===== src/rtl/store_drain_unit.sv =====
// store_drain_unit: retires the oldest store-buffer entry to the memory port.
// One store is in flight at a time: capture the head, issue the write, wait for
// the ack, then pulse the buffer dequeue. Draining starts when the buffer is
// full, a fence asks for it, occupancy reaches a threshold, or the load
// pipeline has left the port idle long enough.
//
// Handshake: a write request transfers on a rising edge where
// o_mem_req_valid && i_mem_req_ready. Once valid is raised the payload is held
// stable and valid stays high until that transfer. i_mem_ack is a one-cycle
// completion strobe that is only honoured in WAIT_ACK.
module store_drain_unit #(
    parameter int ENTRY_COUNT     = 4,
    parameter int DRAIN_THRESHOLD = 2,
    parameter int IDLE_DRAIN_CYC  = 8,
    parameter int ACK_TIMEOUT     = 64,
    localparam int CNT_W          = $clog2(ENTRY_COUNT + 1)
) (
    input  logic             i_clk,
    input  logic             i_rst_n,
    input  logic             i_sb_deq_valid,
    input  logic [31:0]      i_sb_deq_addr,
    input  logic [31:0]      i_sb_deq_data,
    input  logic [3:0]       i_sb_deq_wstrb,
    input  logic [CNT_W-1:0] i_sb_count,
    input  logic             i_sb_full,
    input  logic             i_sb_flush,
    output logic             o_sb_deq_req,
    input  logic             i_load_busy,
    input  logic             i_drain_all,
    output logic             o_mem_req_valid,
    input  logic             i_mem_req_ready,
    output logic [31:0]      o_mem_req_addr,
    output logic [31:0]      o_mem_req_data,
    output logic [3:0]       o_mem_req_wstrb,
    input  logic             i_mem_ack,
    output logic             o_drained,
    output logic             o_drain_err,
    output logic [2:0]       o_state
);

    localparam int IW = $clog2(IDLE_DRAIN_CYC + 1);
    localparam int TW = $clog2(ACK_TIMEOUT + 1);
    localparam logic [CNT_W-1:0] THRESHOLD = CNT_W'(DRAIN_THRESHOLD);
    localparam logic [IW-1:0]    IDLE_MAX  = IW'(IDLE_DRAIN_CYC);
    localparam logic [TW-1:0]    TO_MAX    = TW'(ACK_TIMEOUT);

    typedef enum logic [2:0] {
        S_IDLE     = 3'd0,
        S_REQ      = 3'd1,
        S_WAIT_ACK = 3'd2,
        S_RETIRE   = 3'd3,
        S_ERROR    = 3'd4
    } state_t;

    state_t          r_state;
    state_t          w_state_next;
    logic [IW-1:0]   r_idle_cnt;
    logic [TW-1:0]   r_to_cnt;
    logic [TW-1:0]   w_to_next;
    logic            r_abandon;
    logic            r_drain_err;
    logic [31:0]     r_addr;
    logic [31:0]     r_data;
    logic [3:0]      r_wstrb;

    logic            w_start;
    logic            w_capture;
    logic            w_to_clr;
    logic            w_to_inc;
    logic            w_abandon_set;
    logic            w_err_set;
    logic            w_deq_req;

    // Drain decision: only meaningful in IDLE; a flush in the same cycle vetoes it.
    assign w_start = i_sb_deq_valid && !i_sb_flush &&
                     (i_sb_full || i_drain_all || (i_sb_count >= THRESHOLD) ||
                      (!i_load_busy && (r_idle_cnt == IDLE_MAX)));

    assign w_to_next = r_to_cnt + TW'(1);

    // Next-state and per-cycle control strobes.
    always_comb begin
        w_state_next  = r_state;
        w_capture     = 1'b0;
        w_to_clr      = 1'b0;
        w_to_inc      = 1'b0;
        w_abandon_set = 1'b0;
        w_err_set     = 1'b0;
        w_deq_req     = 1'b0;
        case (r_state)
            S_IDLE: begin
                if (w_start) begin
                    w_capture    = 1'b1;
                    w_state_next = S_REQ;
                end
            end
            S_REQ: begin
                // The write cannot be withdrawn once offered, so a flush only
                // marks the entry as no longer ours to pop.
                if (i_sb_flush) begin
                    w_abandon_set = 1'b1;
                end
                if (i_mem_req_ready) begin
                    w_to_clr     = 1'b1;
                    w_state_next = S_WAIT_ACK;
                end
            end
            S_WAIT_ACK: begin
                if (i_sb_flush) begin
                    w_abandon_set = 1'b1;
                end
                if (i_mem_ack) begin
                    w_state_next = (r_abandon || i_sb_flush) ? S_IDLE : S_RETIRE;
                end else if (w_to_next == TO_MAX) begin
                    w_err_set    = 1'b1;
                    w_state_next = S_ERROR;
                end else begin
                    w_to_inc = 1'b1;
                end
            end
            S_RETIRE: begin
                w_deq_req    = !i_sb_flush;
                w_state_next = S_IDLE;
            end
            S_ERROR: begin
                w_state_next = S_ERROR;
            end
            default: begin
                w_state_next = S_IDLE;
            end
        endcase
    end

    // FSM state register.
    always_ff @(posedge i_clk or negedge i_rst_n) begin
        if (!i_rst_n) begin
            r_state <= S_IDLE;
        end else begin
            r_state <= w_state_next;
        end
    end

    // Payload capture at drain start; zeroed on error so ERROR drives a quiet port.
    always_ff @(posedge i_clk or negedge i_rst_n) begin
        if (!i_rst_n) begin
            r_addr  <= '0;
            r_data  <= '0;
            r_wstrb <= '0;
        end else if (w_err_set) begin
            r_addr  <= '0;
            r_data  <= '0;
            r_wstrb <= '0;
        end else if (w_capture) begin
            r_addr  <= i_sb_deq_addr;
            r_data  <= i_sb_deq_data;
            r_wstrb <= i_sb_deq_wstrb;
        end
    end

    // Load-idle counter: counts quiet cycles with work pending, saturating.
    always_ff @(posedge i_clk or negedge i_rst_n) begin
        if (!i_rst_n) begin
            r_idle_cnt <= '0;
        end else if (i_load_busy) begin
            r_idle_cnt <= '0;
        end else if (i_sb_deq_valid && (r_idle_cnt != IDLE_MAX)) begin
            r_idle_cnt <= r_idle_cnt + IW'(1);
        end
    end

    // Ack timeout counter: restarted on the request transfer, advanced in WAIT_ACK.
    always_ff @(posedge i_clk or negedge i_rst_n) begin
        if (!i_rst_n) begin
            r_to_cnt <= '0;
        end else if (w_to_clr) begin
            r_to_cnt <= '0;
        end else if (w_to_inc) begin
            r_to_cnt <= w_to_next;
        end
    end

    // Abandon flag: a flush hit the in-flight entry; cleared once back in IDLE.
    always_ff @(posedge i_clk or negedge i_rst_n) begin
        if (!i_rst_n) begin
            r_abandon <= 1'b0;
        end else if (r_state == S_IDLE) begin
            r_abandon <= 1'b0;
        end else if (w_abandon_set) begin
            r_abandon <= 1'b1;
        end
    end

    // Sticky timeout error; only reset clears it.
    always_ff @(posedge i_clk or negedge i_rst_n) begin
        if (!i_rst_n) begin
            r_drain_err <= 1'b0;
        end else if (w_err_set) begin
            r_drain_err <= 1'b1;
        end
    end

    assign o_mem_req_valid = (r_state == S_REQ);
    assign o_mem_req_addr  = r_addr;
    assign o_mem_req_data  = r_data;
    assign o_mem_req_wstrb = r_wstrb;
    assign o_sb_deq_req    = w_deq_req;
    assign o_drained       = (r_state == S_IDLE) && !i_sb_deq_valid;
    assign o_drain_err     = r_drain_err;
    assign o_state         = r_state;

endmodule


===== config.mk =====
export PLATFORM = sky130hd
export DESIGN_NAME = store_drain_unit
export DESIGN_NICKNAME = d
export VERILOG_FILES = /design/src/rtl/store_drain_unit.sv
export SDC_FILE = /design/constraint.sdc
export NUM_CORES = 1
export LEC_CHECK = 0
export CAP_MARGIN = 20
export CORE_UTILIZATION = 40
export CTS_BUF_LIST = sky130_fd_sc_hd__clkbuf_8
export CTS_CLUSTER_DIAMETER = 120
export DETAILED_ROUTE_END_ITERATION = 16
export GPL_TIMING_DRIVEN = 0
export MAX_ROUTING_LAYER = met4
export PLACE_DENSITY = 0.87
export SKIP_LAST_GASP = 1
export SYNTH_ARGS = -nofsm -noshare
export SYNTH_HDL_FRONTEND = slang
export SYNTH_SLANG_ARGS = --single-unit

===== constraint.sdc =====
create_clock -name i_clk -period 2.03 [get_ports i_clk]
set_input_delay 0.406 -clock i_clk [delete_from_list [all_inputs] [get_ports i_clk]]
set_output_delay 0.406 -clock i_clk [all_outputs]
set_load 0.02 [all_outputs]

Word-level counts from Yosys, hierarchy flattened
Index checks and enable logic that the tools add are counted.
W data, S select, Z words.
{"block": "word_totals", "in_bits": 80, "output_inout_bits": 75, "elab_cells": 71, "regBits": 84}
{"block": "classes", "order_cmp": 1, "reduce_logical": 19, "add_sub_neg": 2, "muxes": 31, "n_eq_ne": 10}
{"cell": "$mux W32", "count": 4}
{"cell": "$mux W4", "count": 4}
{"cell": "$mux W1", "count": 15}
{"cell": "$mux W7", "count": 2}
{"cell": "$mux W3", "count": 4}
{"cell": "$pmux W3 S4", "count": 1}
{"cell": "$reduce_bool A2 Y1", "count": 4}
{"cell": "$add A7 B1 Y7 const B", "count": 1}
{"cell": "$eq A7 B7 Y1 const B", "count": 1}
{"cell": "$eq A3 B2 Y1 const B", "count": 2}
{"cell": "$logic_and A1 B1 Y1", "count": 5}
{"cell": "$add A4 B1 Y4 const B", "count": 1}
{"cell": "$eq A4 B4 Y1 const B", "count": 1}
{"cell": "$logic_or A1 B1 Y1", "count": 4}
{"cell": "$ne A4 B4 Y1 const B", "count": 1}
{"cell": "$eq A3 B1 Y1 const B", "count": 1}
{"cell": "$eq A3 B3 Y1 const B", "count": 1}
{"cell": "$ge A3 B2 Y1 const B", "count": 1}
{"cell": "$logic_not A1 Y1", "count": 3}
{"cell": "$logic_not A3 Y1", "count": 1}
{"cell": "$ne A3 B3 Y1 const B", "count": 1}
{"cell": "$reduce_and A3 Y1", "count": 1}
{"cell": "$mux W2", "count": 1}
{"cell": "$ne A2 B1 Y1 const B", "count": 1}
{"cell": "2 further kinds", "count": 2}

Longest topological paths before layout
Gate-level depths: netlist of the first run.
{"block": "logic_depth", "depth_word": 8, "mapped_depth": 10, "depth_no_buf": 7}

Least setup slack after synthesis of the first run
No wires, ideal clock.
{"block": "synth_timing", "path_type": "reg2reg", "startpoint": "reg r_state[0], in the netlist o_state[0]", "endpoint": "reg r_to_cnt[2]", "t_arrival_ns": 1.900, "synth_period_minus_slack_ns": 2.022, "path_stages_with_launch": 5, "required_ns": 1.908, "setup_ns": 0.122, "path_buffers": 1, "path_slack_ns": 0.008, "path_cell_list": "dfrtp_1 clkbuf_1 nor3b_1 nand2_1 a32o_1"}
{"block": "synth_between", "elab_chain_cells": 3, "elab_cells_between_ends": 6, "cone_classes": "eq/ne (2); mux (3); reduce/logical (1)"}
{"item": "start, declared", "line_no": "55", "source": "state_t r_state;"}
{"item": "start signal, assigned", "line_no": "139", "source": "r_state <= w_state_next;"}
{"item": "$eq A3 B1 Y1 *"}
{"item": "named net o_mem_req_valid", "line_no": "30", "source": "output logic o_mem_req_valid,"}
{"item": "$mux W1 *", "line_no": "90", "source": "case (r_state)"}
{"item": "$mux W7 / $reduce_bool A2 Y1 (equally long branches)"}
{"item": "end signal, assigned", "line_no": "178", "source": "r_to_cnt <= w_to_next;"}
{"item": "end, declared", "line_no": "58", "source": "logic [TW-1:0] r_to_cnt;"}
Mark *: on every way through the listed nets, which the timed path passes. The rest lies on a longest branch.
A chain may end at the register's enable or synchronous reset.

Worst setup path after layout of the first run
{"block": "layout_timing", "startpoint": "reg r_to_cnt[0]", "endpoint": "reg r_addr[10], in the netlist o_mem_req_addr[10]"}
{"block": "layout_between", "elab_chain_cells": 6, "elab_cells_between_ends": 7, "cone_classes": "add/sub (1); eq/ne (1); mux (4); reduce/logical (1)"}
{"item": "$add A7 B1 Y7 *", "line_no": "79", "source": "assign w_to_next = r_to_cnt + TW'(1);"}
{"item": "$eq A7 B7 Y1 *", "line_no": "114", "source": "end else if (w_to_next == TO_MAX) begin"}
{"item": "$mux W1 *", "line_no": "114"}
{"item": "$mux W1 *", "line_no": "112", "source": "if (i_mem_ack) begin"}
{"item": "$mux W1 *", "line_no": "90"}
{"item": "$mux W32 / $reduce_bool A2 Y1 (equally long branches)"}
{"item": "end signal, assigned", "line_no": "154", "source": "r_addr <= i_sb_deq_addr;"}
{"item": "end, declared", "line_no": "62", "source": "logic [31:0] r_addr;"}
Every way passes the cells marked *; elsewhere a longest branch is shown, timed or not.

==> flow_metrics.tcl, run 1 <==
set metrics [dict create \
    dr.pass1.iters 4 \
    post-route-util_pct 67.45 \
    cp_max_fo 7 \
    arrival_ps 2350 \
    period_share_pct 104.3 \
    synth_area_um2 3652 \
    r2r_slack_ps -90 \
    max_freq_mhz 472.5 \
    setup_ws_ps -86.58 \
    die_h_um 97.56 \
    met1_usage_pct 25.39 \
    clock-root-buffer "clkbuf_8" \
    drtIter0Drc 150 \
    worstPathRequired_ps 2260 \
    intPower_mw 2.387 \
    instances_no_fill 687 \
    antenna_found_initial 0 \
    ys_seq_area_share_pct 57.55 \
    viasPerCell 5.118 \
    startpoint_type "register" \
    drive_gt1_share_pct 15.54 \
    diodes 0 \
    clk_latency_ps 350 \
    numClockSinks 84 \
    violations "setup timing" \
    max-cap-violations 0 \
    fp.coreArea_um2 8763 \
    pre_cts_slack_ps -665.4 \
    start_util_pct 41.68 \
    pwr-share-comb_pct 7.1 \
    placed_area_um2 5336 \
    finalInstanceArea_um2 5911 \
    finalCriticalPeriod_ps 2117 \
    nets 657 \
    worst_pin_slew_ps 586.3 \
    synth_nets 478 \
    r2r_start "r_to_cnt[0]$_DFFE_PN0P_" \
    grt_pass1_vias 3580 \
    rows 34 \
    syn_area_per_cell_um2 9.246 \
    die_area_um2 9517 \
    synth_seq_cells 84 \
    wire_per_inst_um 15.53 \
    slew_viol_final 0 \
    power_frac_clock_pct 38.3 \
    die_w_um 97.56 \
    cts_tree "built" \
    hold_ws_ps 37.24 \
    hpwl_um 7201 \
    reg2reg_depth 8 \
    cts_max_level 3 \
    setup_tns_ps -3240 \
    grt_pass1_wl_um 16420 \
    io_pins 155 \
    run_status "finished with violations" \
    track_usage_pct 22.01 \
    p_total_mw 3.073 \
    wl_um 10670 \
    p_sw_share_pct 22.35 \
    gp_congestion 0.8328 \
    cts_made_buffers 9 \
    reg2reg_to "o_mem_req_addr[10]$_DFFE_PN0P_" \
    met3_usage_pct 5.683 \
    drc 0 \
    ant_nets 0 \
    worstHoldPathType "input port to async pin" \
    synthCells 395 \
    ys_types 37 \
    place_inst 657 \
    postCtsHoldBufs 0 \
    top_usage_layer "met2" \
    ys_warn_count 0 \
    use_met2_pct 36.42 \
    fin_worst_skew_ps 13.97 \
    setup_violations 63 \
    rsz0062_at_grt "yes" \
    syn_to_final_growth_pct 61.84 \
    seqPwrFrac_pct 54.7 \
    hold_violations 0 \
    power_density_nw_per_um2 520.0 \
    end_kind "register" \
    grt-ovfl-total 0 \
    grt_max_degree 44 \
    portBuffers 153 \
    slew_headroom_pct 60.61 \
    vdd_drop_max_v 0.0002963 \
    leakagePower_nw 2.518 \
    path_clk_slew_ps 90 \
    crit_type "register to register" \
    p_switching_mw 0.6869 \
    clk_path_buf_depth 2 \
    vias 3516 \
]
-- state kept, by name (all words and copies together) (netlist names) --
| signal | cells |
|---|---|
| r_idle_cnt | 4 |
| o_mem_req_addr | 32 |
| o_mem_req_wstrb | 4 |
| o_state | 3 |
| o_mem_req_data | 32 |
| r_abandon | 1 |
| o_drain_err | 1 |
| r_to_cnt | 7 |
-- power by group through the flow --
stage / clock network (mW) / logic [mW] / registers [mW]
after CTS: 1.20 / 0.219 / 1.68
after floorplan: 0 / 0.0196 / 1.71
after detailed placement: 0 / 0.216 / 1.71
final: 1.18 / 0.217 / 1.68
after global placement: 0 / 0.208 / 1.71
after global routing: 1.28 / 0.237 / 1.68
-- worst max path at each step --
stage	to	startpoint	cells past startpoint	slack (ps)
finish	o_mem_req_addr[10]$_DFFE_PN0P_	r_to_cnt[0]$_DFFE_PN0P_	8	-90
global placement	o_mem_req_addr[1]$_DFFE_PN0P_	i_rst_n	1	-2320
CTS	o_sb_deq_req	o_state[0]$_DFFE_PN0P_	3	-260
floorplan	r_to_cnt[2]$_DFFE_PN0P_	o_state[0]$_DFFE_PN0P_	4	8
global route	o_mem_req_addr[10]$_DFFE_PN0P_	r_to_cnt[0]$_DFFE_PN0P_	8	-150
detailed placement	o_mem_req_addr[25]$_DFFE_PN0P_	i_drain_all	8	-670
-- Yosys cell counts (all sizes together) --
| master | instances | share of area (%) |
|---|---|---|
| ha | 3 | 1.0 |
| nand3 | 5 | 0.69 |
| dfrtp | 84 | 58 |
| xnor2 | 2 | 0.48 |
| nor4bb | 2 | 0.55 |
| nor3 | 3 | 0.41 |
| o21ai | 4 | 0.55 |
| and3 | 2 | 0.48 |
| o311a | 1 | 0.27 |
| nand4bb | 1 | 0.31 |
| nor2b | 2 | 0.34 |
| nand2 | 144 | 15 |
| a311o | 1 | 0.27 |
| a221oi | 1 | 0.41 |
| xor2 | 5 | 1.2 |
| o211ai | 2 | 0.41 |
| a32o | 1 | 0.27 |
| nor3b | 1 | 0.21 |
| nand4 | 2 | 0.34 |
| nor2 | 5 | 0.51 |
| nor4 | 2 | 0.34 |
| or2 | 1 | 0.17 |
| a21oi | 70 | 9.6 |
| nand2b | 3 | 0.51 |
| buf | 12 | 2.5 |
| a31oi | 1 | 0.17 |
| or3 | 2 | 0.34 |
| inv | 5 | 0.51 |
| a211o | 1 | 0.24 |
| mux2i | 6 | 1.6 |
| clkbuf | 15 | 1.5 |
| a31o | 3 | 0.72 |
| and3b | 1 | 0.24 |
| and2 | 2 | 0.34 |
-- metal layers --
layer  up-vias  wire (um)
met5         -          0
li1       1661          -
met3        20        687
met2       127       5408
met4         0        177
met1      1708       4395
-- critical path, stage by stage, from the launching register on --
cell	delay (ps)
dfrtp_1	440
and3_4	210
a311o_1	360
a221oi_2	330
and2_1	190
buf_6	160
buf_6	130
clkbuf_16	140
a21oi_1	40
-- layout by cell type, fill, tap and decap left out, types with 3 or more instances in the layout --
cell type and count:
a21oi_1 47, a21oi_2 23, a31o_2 3, buf_12 3, buf_4 12, buf_6 4
buf_8 6, clkbuf_16 4, clkbuf_2 12, clkbuf_8 9, clkdlybuf4s50_1 149, clkinvlp_4 3
dfrtp_1 84, inv_1 7, mux2i_1 6, nand2_1 143, nand2b_1 3, nand3_1 5
nor2_1 5, nor3_1 3, o21ai_0 4, xor2_1 5
-- cell type report --
type	count	area, um^2
Fill cell	674	2853
Sequential cell	84	2102
Timing Repair Buffer	170	1762
Multi-Input combinational cell	279	1493
Buffer	25	207.7
Tap cell	108	135.1
Clock buffer	9	123.9
Clock inverter	7	68.82
Inverter	5	18.77
-- repair_timing --
item,CTS,global route
pin swaps,1,2
resized for setup,17,59
cloned,0,5
setup endpoints to repair,78,81
buffers inserted,5,6
-- logic make-up (layout without fill, tap and decap cells) --
kind of cell	Yosys count	in the layout	share of synthesized area (%)
adder cells (fa/ha/maj)	3	3	1.028
buffers and inverters	32	216	4.591
AND/OR/NAND/NOR	178	178	20.59
flip-flops	84	84	57.55
AO/OA/AOI/OAI	85	85	12.92
XOR/XNOR	7	7	1.679
multiplexers	6	6	1.644
(Power assumes the default switching activity.)
==> run 2: changes to the inputs <==
--- a/config.mk
+++ b/config.mk
@@ -14,6 +14,7 @@
 export MAX_ROUTING_LAYER = met4
 export PLACE_DENSITY = 0.87
 export SKIP_LAST_GASP = 1
+export SLEW_MARGIN = 5
 export SYNTH_ARGS = -nofsm -noshare
 export SYNTH_HDL_FRONTEND = slang
 export SYNTH_SLANG_ARGS = --single-unit
==> results of run 2 <==
The final DEF is identical to that of run 1; final timing and power are the same.
==> run 3: changes to the inputs <==
--- a/config.mk
+++ b/config.mk
@@ -6,13 +6,14 @@
 export NUM_CORES = 1
 export LEC_CHECK = 0
 export CAP_MARGIN = 20
-export CORE_UTILIZATION = 40
+export CORE_UTILIZATION = 41
 export CTS_BUF_LIST = sky130_fd_sc_hd__clkbuf_8
 export CTS_CLUSTER_DIAMETER = 120
 export DETAILED_ROUTE_END_ITERATION = 16
 export GPL_TIMING_DRIVEN = 0
 export MAX_ROUTING_LAYER = met4
-export PLACE_DENSITY = 0.87
+export PLACE_DENSITY = 0.86
+export SETUP_SLACK_MARGIN = 0.5
 export SKIP_LAST_GASP = 1
 export SLEW_MARGIN = 5
 export SYNTH_ARGS = -nofsm -noshare
==> constraint.sdc (replaced) <==
create_clock -name i_clk -period 2.1 [get_ports i_clk]
set_input_delay 0.42 -clock i_clk [delete_from_list [all_inputs] [get_ports i_clk]]
set_output_delay 0.42 -clock i_clk [all_outputs]
set_load 0.02 [all_outputs]
==> flow_metrics.tcl, run 3 (synthesis results as in run 1) <==
set metrics [dict create \
    drtIter0Drc 155 \
    multi_input_area_um2 1528 \
    regArea_um2 2105 \
    pwr-share-comb_pct 7.7 \
    power_density_nw_per_um2 488.0 \
    cts_tree "built" \
    grt_max_degree 47 \
    leakagePower_nw 2.925 \
    placed_area_um2 5405 \
    wire_per_inst_um 15.30 \
    fin_worst_skew_ps 11.59 \
    start_util_pct 42.08 \
    reg2reg_to "o_mem_req_addr[24]$_DFFE_PN0P_" \
    fillers 713 \
    path_clk_slew_ps 80 \
    seqPwrFrac_pct 56.4 \
    r2r_slack_ps 110 \
    numClockSinks 84 \
    die_h_um 96.38 \
    antenna_found_initial 0 \
    max_stage_delay_ps 440 \
    critPathTopFamily "flip-flops" \
    die_area_um2 9289 \
    worstPathRequired_ps 2330 \
    path_cells "ha_4, xor2_2, nand3_1, a221oi_2, and2_1, buf_6, buf_8, clkbuf_16, a21oi_2" \
    postCtsHoldBufs 0 \
    portBuffers 153 \
    cts_made_buffers 9 \
    max-cap-violations 0 \
    finalCriticalPeriod_ps 1987 \
    arrival_ps 2220 \
    setup_ws_ps 113.0 \
    io_pins 155 \
    grt_pass1_vias 3552 \
    gp_congestion 0.7925 \
    drc 0 \
    cts_max_level 3 \
    p_switching_mw 0.6495 \
    startpoint_type "register" \
    fp.coreArea_um2 8678 \
    vdd_drop_max_v 0.0003949 \
    slew_viol_final 0 \
    rsz0062_at_grt "yes" \
    end_kind "register" \
    period_share_pct 94.62 \
    viasPerCell 5.096 \
    grt_pass1_wl_um 16330 \
    hpwl_um 7238 \
    run_status "completed" \
    diodes 0 \
    place_inst 657 \
    worst_pin_slew_ps 518.9 \
    ant_nets 0 \
    syn_to_final_growth_pct 61.39 \
    cp_max_fo 7 \
    finalInstanceArea_um2 5894 \
    wl_um 10660 \
    clk_path_buf_depth 2 \
    slew_headroom_pct 65.41 \
    nets 667 \
    die_w_um 96.38 \
    rows 34 \
    track_usage_pct 23.82 \
    setup_violations 0 \
    max_freq_mhz 503.3 \
    vias 3552 \
    final_cell_mix "143 x nand2_1, 82 x dfrtp_1, 76 x clkdlybuf4s50_1" \
    clock-root-buffer "clkbuf_8" \
    crit_buf_inv 3 \
    slowest_stage "dfrtp_1" \
    worstHoldPathType "input port to async pin" \
    drive_gt1_share_pct 16.81 \
    hold_violations 0 \
    reg2reg_depth 9 \
    power_frac_clock_pct 35.9 \
    p_sw_share_pct 22.58 \
    mostFrequentLayoutCell "nand2_1" \
    r2r_start "r_to_cnt[0]$_DFFE_PN0P_" \
    intPower_mw 2.227 \
    crit_type "register to register" \
    instances_no_fill 697 \
    clk_latency_ps 350 \
    dr.pass1.iters 4 \
    pre_cts_slack_ps -632.4 \
    grt-ovfl-total 0 \
]
[run 3: cell type report]
type,instances,area share (%)
sequential,84,35.70
timing repair buffer,178,28.68
multi-input combinational,279,25.92
buffer,27,4.054
clock buffer,10,2.335
tap,108,2.293
clock inverter,6,0.7005
inverter,5,0.3184
[run 3: worst max path at each step]
stage	cells after the start	slack (ps)	endpoint	start
after floorplan	8	230	o_mem_req_addr[21]$_DFFE_PN0P_	r_to_cnt[1]$_DFFE_PN0P_
after global placement	1	-2290	o_mem_req_addr[27]$_DFFE_PN0P_	i_rst_n
after detailed placement	8	-630	o_mem_req_addr[24]$_DFFE_PN0P_	i_drain_all
after CTS	8	180	o_mem_req_data[2]$_DFFE_PN0P_	r_to_cnt[0]$_DFFE_PN0P_
after global routing	9	20	o_mem_req_addr[24]$_DFFE_PN0P_	r_to_cnt[0]$_DFFE_PN0P_
final	9	110	o_mem_req_addr[24]$_DFFE_PN0P_	r_to_cnt[0]$_DFFE_PN0P_
[run 3: stage by stage]
step / TNS [ps] / hold WS (ps) / utilization (%) / total power [mW]
2_1_floorplan: 0 / 124.4 / - / 1.674
3_3_place_gp: -219590 / 452.9 / 62.00 / 1.859
3_5_place_dp: -30370 / 428.8 / 62.28 / 1.869
4_1_cts: 0 / 41.97 / 66.15 / 2.909
5_1_grt: 0 / 74.51 / 67.92 / 2.998
6_report: 0 / 37.65 / 67.92 / 2.877
[run 3: layer usage]
layer	GRT usage [%]	share of wire, %	wire length [um]	up-vias
met1	27.43	41	4351	1720
li1	-	-	-	1682
met3	3.912	6.0	638	20
met5	-	0	0	-
met4	9.681	1.8	197	0
met2	41.49	51	5475	130
[run 3: power groups by stage]
stage | Sequential (mW) | Clock, mW | Combinational (mW)
6_report | 1.62 | 1.03 | 0.222
4_1_cts | 1.62 | 1.07 | 0.220
2_1_floorplan | 1.66 | 0 | 0.0190
3_3_place_gp | 1.66 | 0 | 0.203
3_5_place_dp | 1.66 | 0 | 0.213
5_1_grt | 1.62 | 1.13 | 0.244
[run 3: repair_timing]
| item | 4_1_cts | 5_1_grt |
|---|---|---|
| gates cloned | 2 | 1 |
| buffers inserted | 14 | 7 |
| gates resized for setup | 123 | 25 |
| pin swaps | 5 | 6 |
| setup endpoints to repair | 153 | 83 |
